===== src/rtl/seq_detect_pkg.sv =====
// Shared constants, mode encoding and length clamp for the serial pattern detector.
package seq_detect_pkg;

  localparam logic [7:0]  SD_DEF_PAT = 8'b0000_0101;
  localparam int unsigned SD_DEF_LEN = 3;

  typedef enum logic {
    NONOVERLAP = 1'b0,
    OVERLAP    = 1'b1
  } mode_e;

  // Zero length becomes 1; anything beyond the window becomes max_len.
  function automatic int unsigned clamp_len(input int unsigned len, input int unsigned max_len);
    if (len == 0) begin
      return 1;
    end else if (len > max_len) begin
      return max_len;
    end else begin
      return len;
    end
  endfunction

endpackage


===== src/rtl/seq_detect_n_sat_counter.sv =====
// Saturating event counter with synchronous clear and registered saturation flag.
module sat_counter #(
  parameter int unsigned CNT_W = 8
) (
  input  logic             clk_i,
  input  logic             rst_ni,
  input  logic             inc_i,
  input  logic             clr_i,
  output logic [CNT_W-1:0] count_o,
  output logic             sat_o
);

  localparam logic [CNT_W-1:0] ONE = CNT_W'(1);

  logic [CNT_W-1:0] count_q, count_d;
  logic             sat_q, sat_d;

  // Clear wins over the stored value but still counts an event arriving in the same cycle.
  always_comb begin
    count_d = count_q;
    if (clr_i) begin
      count_d = inc_i ? ONE : '0;
    end else if (inc_i && (count_q != '1)) begin
      count_d = count_q + ONE;
    end
    sat_d = &count_d;
  end

  // Count and flag registers.
  always_ff @(posedge clk_i or negedge rst_ni) begin
    if (!rst_ni) begin
      count_q <= '0;
      sat_q   <= 1'b0;
    end else begin
      count_q <= count_d;
      sat_q   <= sat_d;
    end
  end

  assign count_o = count_q;
  assign sat_o   = sat_q;

endmodule


===== src/rtl/seq_detect_n.sv =====
// Runtime-programmable serial pattern detector with overlap control and match counter.
module seq_detect_n
  import seq_detect_pkg::*;
#(
  parameter int unsigned          MAX_LEN = 8,
  parameter int unsigned          LEN_W   = 4,
  parameter int unsigned          CNT_W   = 8,
  parameter logic [MAX_LEN-1:0]   DEF_PAT = MAX_LEN'(SD_DEF_PAT),
  parameter int unsigned          DEF_LEN = SD_DEF_LEN
) (
  input  logic               iCLK,
  input  logic               iRST,
  input  logic               iEN,
  input  logic               iIN,
  input  logic               iLOAD,
  input  logic [MAX_LEN-1:0] iPAT,
  input  logic [LEN_W-1:0]   iLEN,
  input  logic               iOVERLAP,
  input  logic               iCLR_CNT,
  output logic               oMATCH,
  output logic [CNT_W-1:0]   oCOUNT,
  output logic               oSAT
);

  localparam logic [LEN_W:0]   ONE_X = (LEN_W+1)'(1);
  localparam logic [LEN_W-1:0] ONE_L = LEN_W'(1);

  logic [MAX_LEN-1:0] pat_q, pat_d;
  logic [LEN_W-1:0]   len_q, len_d;
  logic [LEN_W-1:0]   fill_q, fill_d;
  logic [MAX_LEN-2:0] hist_q, hist_d;
  logic               match_q, match_d;

  logic [MAX_LEN-1:0] win;
  logic [MAX_LEN-1:0] mask;
  logic [LEN_W:0]     fill_inc;
  logic               hit;

  // Candidate window is history plus the incoming bit; only the low len_q bits are compared.
  always_comb begin
    win = {hist_q, iIN};
    for (int unsigned i = 0; i < MAX_LEN; i++) begin
      mask[i] = (i < 32'(len_q));
    end
    fill_inc = {1'b0, fill_q} + ONE_X;
    hit = (((win ^ pat_q) & mask) == '0) && (fill_inc >= {1'b0, len_q});
  end

  // Next-state: load has priority, then qualified sample; otherwise hold.
  always_comb begin
    pat_d   = pat_q;
    len_d   = len_q;
    fill_d  = fill_q;
    hist_d  = hist_q;
    match_d = 1'b0;
    if (iLOAD) begin
      pat_d  = iPAT;
      len_d  = LEN_W'(clamp_len(32'(iLEN), MAX_LEN));
      hist_d = '0;
      fill_d = '0;
    end else if (iEN) begin
      hist_d  = win[MAX_LEN-2:0];
      match_d = hit;
      if (hit && (mode_e'(iOVERLAP) == NONOVERLAP)) begin
        fill_d = '0;
      end else if (fill_q < len_q) begin
        fill_d = fill_q + ONE_L;
      end
    end
  end

  // Detector state and registered match pulse.
  always_ff @(posedge iCLK or negedge iRST) begin
    if (!iRST) begin
      pat_q   <= DEF_PAT;
      len_q   <= LEN_W'(DEF_LEN);
      fill_q  <= '0;
      hist_q  <= '0;
      match_q <= 1'b0;
    end else begin
      pat_q   <= pat_d;
      len_q   <= len_d;
      fill_q  <= fill_d;
      hist_q  <= hist_d;
      match_q <= match_d;
    end
  end

  // Counter steps on the same edge that raises oMATCH, so both reflect a match together.
  sat_counter #(
    .CNT_W (CNT_W)
  ) u_cnt (
    .clk_i   (iCLK),
    .rst_ni  (iRST),
    .inc_i   (match_d),
    .clr_i   (iCLR_CNT),
    .count_o (oCOUNT),
    .sat_o   (oSAT)
  );

  assign oMATCH = match_q;

endmodule


===== config.mk =====
export PLATFORM = sky130hd
export DESIGN_NAME = seq_detect_n
export DESIGN_NICKNAME = d
export VERILOG_FILES = /design/src/rtl/seq_detect_pkg.sv /design/src/rtl/seq_detect_n_sat_counter.sv /design/src/rtl/seq_detect_n.sv
export SDC_FILE = /design/constraint.sdc
export NUM_CORES = 1
export LEC_CHECK = 0
export CORE_ASPECT_RATIO = 1.4
export CORE_MARGIN = 2
export CORE_UTILIZATION = 36
export DETAILED_ROUTE_END_ITERATION = 8
export PLACE_DENSITY = 0.69
export SYNTH_ARGS = -nofsm -noshare
export SYNTH_HDL_FRONTEND = slang
export SYNTH_SLANG_ARGS = --single-unit

===== constraint.sdc =====
create_clock -name iCLK -period 3.75 [get_ports iCLK]
set_input_delay 0.9375 -clock iCLK [delete_from_list [all_inputs] [get_ports iCLK]]
set_output_delay 0.9375 -clock iCLK [all_outputs]
set_load 0.005 [all_outputs]

# Word level (Yosys, flattened, before mapping)
# Index checks and enable logic that the tools add are counted.
# classes
add_sub_neg	3
n_lt_le_gt_ge	11
n_eq_ne	1
mux	13
bitwise	3
n_reduce_logical	9
# ops
operator	count
4-bit two-way mux	6
3-bit by 4-bit less-than comparator with 1-bit output, first input constant	4
8-bit two-way mux	2
7-bit two-way mux	2
8-bit by 1-bit adder with 8-bit output, second input constant	1
8-bit bitwise AND	1
8-bit logical NOT	1
1-bit by 4-bit less-than comparator with 1-bit output, first input constant	2
2-bit by 4-bit less-than comparator with 1-bit output, first input constant	2
8-bit != test, second input constant	1
8-bit AND reduction	1
8-bit bitwise XOR	1
4-bit by 1-bit adder with 5-bit output, second input constant	1
5-bit by 4-bit greater-or-equal comparator with 1-bit output	1
4-bit by 1-bit adder with 4-bit output, second input constant	1
4-bit greater-than comparator, second input constant	1
4-bit logical NOT	1
4-bit less-than comparator	1
1-bit logical AND	3
1-bit two-way mux	3
3-bit nonzero test	1
2-bit AND reduction	1
2-bit nonzero test	1
1-bit inverter	1
# word_totals
regBits	33
inputBits	19
out_inout_bits	10
word_cells	47

# Depth between registers and ports, before layout
# depth
depth_word	10
depth_mapped	12
depth_no_buf	11

# By module
# Synthesis repeated with hierarchy kept, for this count alone.
# hier_totals
hier_cells	182
area_unflattened_um2	1923.1
# by_module_without_submodules
mod	n_inst	cells_each	area_each_um2	seq_area_each_um2
seq_detect_n	1	126	1378.8	605.6
sat_counter	1	56	544.3	225.2

# Worst setup path before layout
# Ideal clock, no wire load.
# synth_path
path_type	input port to flip-flop
from	in iIN
to	reg u_cnt.count_q[4] (netlist: u_cnt.count_o[4])
setup_ns	0.078
t_arrival_ns	2.428
required_ns	3.672
path_slack_ns	1.244
stages	8
path_buffers	1
path_cell_list	xnor2_1 o22ai_1 or3_4 nor3_4 buf_6 nand3_4 or3_1 a21oi_1
# synth_via
elab_chain_len	9
# synth_rtl
element	line	rtl
start: declaration	seq_detect_n.sv:14	input logic iIN,
8-bit bitwise XOR	seq_detect_n.sv:46	hit = (((win ^ pat_q) & mask) == '0) && (fill_inc >= {1'b0, len_q});
8-bit bitwise AND	seq_detect_n.sv:46	
8-bit logical NOT	seq_detect_n.sv:46	
1-bit logical AND	seq_detect_n.sv:46	
1-bit two-way mux	seq_detect_n.sv:61	end else if (iEN) begin
1-bit two-way mux	seq_detect_n.sv:56	if (iLOAD) begin
named net match_d	seq_detect_n.sv:32	logic match_q, match_d;
1-bit logical AND	seq_detect_n_sat_counter.sv:23	end else if (inc_i && (count_q != '1)) begin
8-bit two-way mux	seq_detect_n_sat_counter.sv:23	
8-bit two-way mux	seq_detect_n_sat_counter.sv:21	if (clr_i) begin
named net u_cnt.count_d[4]	seq_detect_n_sat_counter.sv:15	logic [CNT_W-1:0] count_q, count_d;
end signal: assignment	seq_detect_n_sat_counter.sv:35	count_q <= count_d;
end: declaration	seq_detect_n_sat_counter.sv:15	
# The timed path passes the listed nets, and every way through them passes these cells.
# A chain may end at the register's enable or synchronous reset.

# Final worst setup path
# layout_path
from	in iIN
to	reg u_cnt.sat_q (netlist: u_cnt.sat_o)
# layout_via
elab_chain_len	10
word_cells_on_any_way	11
classes_between	mux (5); bitwise (2); reduce/logical (4)
# layout_rtl
element	line	rtl
8-bit bitwise XOR (*)	seq_detect_n.sv:46	
8-bit bitwise AND (*)	seq_detect_n.sv:46	
8-bit logical NOT (*)	seq_detect_n.sv:46	
1-bit logical AND (*)	seq_detect_n.sv:46	
1-bit two-way mux (*)	seq_detect_n.sv:61	
1-bit two-way mux (*)	seq_detect_n.sv:56	
1-bit logical AND	seq_detect_n_sat_counter.sv:23	
8-bit two-way mux	seq_detect_n_sat_counter.sv:23	
8-bit two-way mux (*)	seq_detect_n_sat_counter.sv:21	
8-bit AND reduction (*)	seq_detect_n_sat_counter.sv:26	sat_d = &count_d;
named net u_cnt.sat_d	seq_detect_n_sat_counter.sv:16	logic sat_q, sat_d;
end signal: assignment	seq_detect_n_sat_counter.sv:36	sat_q <= sat_d;
end: declaration	seq_detect_n_sat_counter.sv:16	
# Mark *: on every way through the listed nets, which the timed path passes. The rest lies on a longest branch.

==> metrics.csv <==
metric,value,unit
status,completed,
firstDrtPassIters,4,
coreArea,5197,sq um
vias,1533,
grt_overflow,0,
path_clk_slew,70,ps
yosys_warnings,0,
gp_congestion,0.8497,
yosys.area.top_type,dfrtp_1,
power_leakage,1.035,nW
synth_edf_count,0,
vdd_drop_max,0.2236,mV
die_width,66.03,um
drtIter0Drc,20,
cts_buffers,5,
worstReg2RegEnd,u_cnt.sat_o,
wl,3972,um
route.antenna.remaining_nets,0,
synth_nets,220,
finalHoldViolCount,0,
cts_resized,0,
crit_type,input pin to flip-flop,
async_flop_share,100.0,%
cp.arrival,3230,ps
dp_hpwl,2980,um
ys_seq_area_share,42.84,%
hp-class,flip-flop to flip-flop,
crit_cells,8,
powerDensity,406.2,nW/um^2
rrSetupSlack,880,ps
netlist-cell-type-count,50,
min_path_cells,1,
synth.avg_cell_area,10.15,sq um
worstSkewPairLatency,290,ps
path_delay_family,simple AND/OR/NAND/NOR gates,
initial_utilization,37.31,%
r2r_start,fill_q[0],
critPathMaxFanout,15,
slew_violations,0,
worstHoldStart,pat_q[7],
finalCriticalPeriod,3053,ps
clockBufferDepth,2,
drive_gt1_share,16.14,%
wl_per_cell,13.74,um
crit_slowest_cell,clkdlybuf4s50_1,
fin_crit_sh,81.41,%
fin_cells,289,
die_y,90.85,um
grt_first_pass_wirelength,7072,um
port_buffers,28,
cts_setup_buffers,0,
fin_hold_ws,532.4,ps
die-area,5999,sq um
grt_setup_unrepaired,no,
setup_viol,0,
netlist_area,1939,sq um
layout_common_cells,"dfrtp_1 (29), clkdlybuf4s50_1 (28), nor2_1 (17), nand2_1 (12), inv_1 (11)",
critPathMaxStageDelay,510,ps
path_cells,"clkdlybuf4s50_1, xnor2_1, o22ai_1, or3_4, nor3_4, a21boi_0, o211a_1, and4b_1",
ctsHoldBuffers,0,
yosysTopAreaCellShare,37.42,%
ys_seq_elements,33,
cts_tree,built,
cts_num_sinks,33,
root_buffer,clkbuf_8,
start_kind,input pin,
layout_commonest_cell,dfrtp_1,
yosys-top-cells-area,"dfrtp_1 (37%), ha_1 (6.5%), dfstp_2 (5.4%), mux2_2 (4.6%), mux2i_1 (3.6%)",
htree_levels,2,
fin_worst_skew,5.982,ps
crit_path_end_kind,flip-flop,
synthesis.instances,191,
grt_start_max_net_pins,34,
antenna_cells,0,
pin_count,29,
grt_pass1_vias,1558,
crit_buf_inv,1,
dpl.cell_count,281,
drcViolationCount,0,
finalSetupTns,0,ps
worst_ep_required_time,3930,ps
tightest_slew,539.5,ps
grt_util_all_layers,15.03,%
cap_violations,0,
n_fill_cell,518,
holdPathEnd,pat_q[7],
rows,31,
fmax,327.6,MHz
antenna_found_initial,0,
ys.flop_type,dfrtp_1,
via_per_inst,5.304,
area_delta_synth_final,24.32,%
r2r_cells,9,
fin_nets,251,
max-slew-margin-rel,63.91,%
==> through the flow <==
stage / setup WS, ps / power (W) / util (%) / instance area (sq um)
floorplan: 1244 / 0.0005640 / - / 1939
global placement: 456.1 / 0.0006286 / 44.08 / 2291
detailed placement: 391.8 / 0.0006380 / 44.08 / 2291
CTS: 672.4 / 0.0009950 / 46.39 / 2411
global route: 473.9 / 0.001037 / 46.39 / 2411
finish: 697.1 / 0.0009794 / 46.39 / 2411
==> flip-flops by register name (all words and copies together) (netlist names) <==
register / count
pat_q: 8
len_q: 4
fill_q: 4
u_cnt.sat_o: 1
u_cnt.count_o: 8
hist_q: 7
oMATCH: 1
==> metal layers <==
metal  wire length [um]  global-route usage, %
met3                113                  3.117
met5                  0                      0
met4                 59                  5.612
met1               1704                  18.68
met2               2095                  25.17
==> power by group <==
part           internal [W]  leakage [nW]  switching, W
sequential         0.000385         0.428     0.0000313
combinational      0.000106         0.550      0.000105
clock              0.000216        0.0574      0.000136
total              0.000707          1.03      0.000273
==> logic make-up (layout without fill, tap and decap cells) <==
family          count (synthesis)  count (layout)  share of synthesized area [%]
xor+xnor                       12              12                          5.419
simple gates                   62              62                          18.65
buf+inv                        18              50                          3.871
flops                          33              33                          42.84
fa+ha+maj                      10              10                          6.452
mux                            15              15                          8.258
compound gates                 41              41                          14.52
==> how the worst max path moves through the flow <==
| stage | start | endpoint | slack, ps |
|---|---|---|---|
| floorplan | iIN | u_cnt.count_o[4] | 1240 |
| CTS | iIN | u_cnt.sat_o | 670 |
| global placement | iIN | u_cnt.sat_o | 460 |
| detailed placement | iIN | u_cnt.sat_o | 390 |
| finish | iIN | u_cnt.sat_o | 700 |
| global route | iIN | u_cnt.sat_o | 470 |
==> cell type report <==
type / count / area, sq um / share of cell area [%]
multi-input cells: 140 / 1033 / 42.86
flip-flops and latches: 33 / 830.8 / 34.46
repair buffers: 31 / 302.8 / 12.56
clock buffers: 6 / 82.58 / 3.425
well taps: 66 / 82.58 / 3.425
inverters: 11 / 41.29 / 1.713
clock inverters: 2 / 37.54 / 1.557
==> cells in the mapped netlist, types with 2 or more instances <==
library cell / n
a21oi_1: 8
a31oi_1: 2
and2_1: 3
clkbuf_1: 6
dfrtp_1: 29
dfstp_2: 4
ha_1: 10
inv_1: 11
mux2_2: 8
mux2i_1: 7
nand2_1: 12
nand2b_1: 3
nand3b_1: 4
nand4_1: 4
nor2_1: 17
nor2b_1: 2
nor3_1: 5
o21ai_0: 8
o21ba_2: 2
o22ai_1: 5
o31ai_1: 2
xnor2_1: 8
xor2_1: 4
==> worst register-to-register path: stages (launching register included) <==
cell	delay, ps
dfrtp_1	450
ha_1	350
ha_1	270
a21bo_2	210
a21oi_1	170
o211ai_1	170
nor3_4	450
a21boi_0	250
o211a_1	250
and4b_1	190
Power figures use the tool's default switching activity.
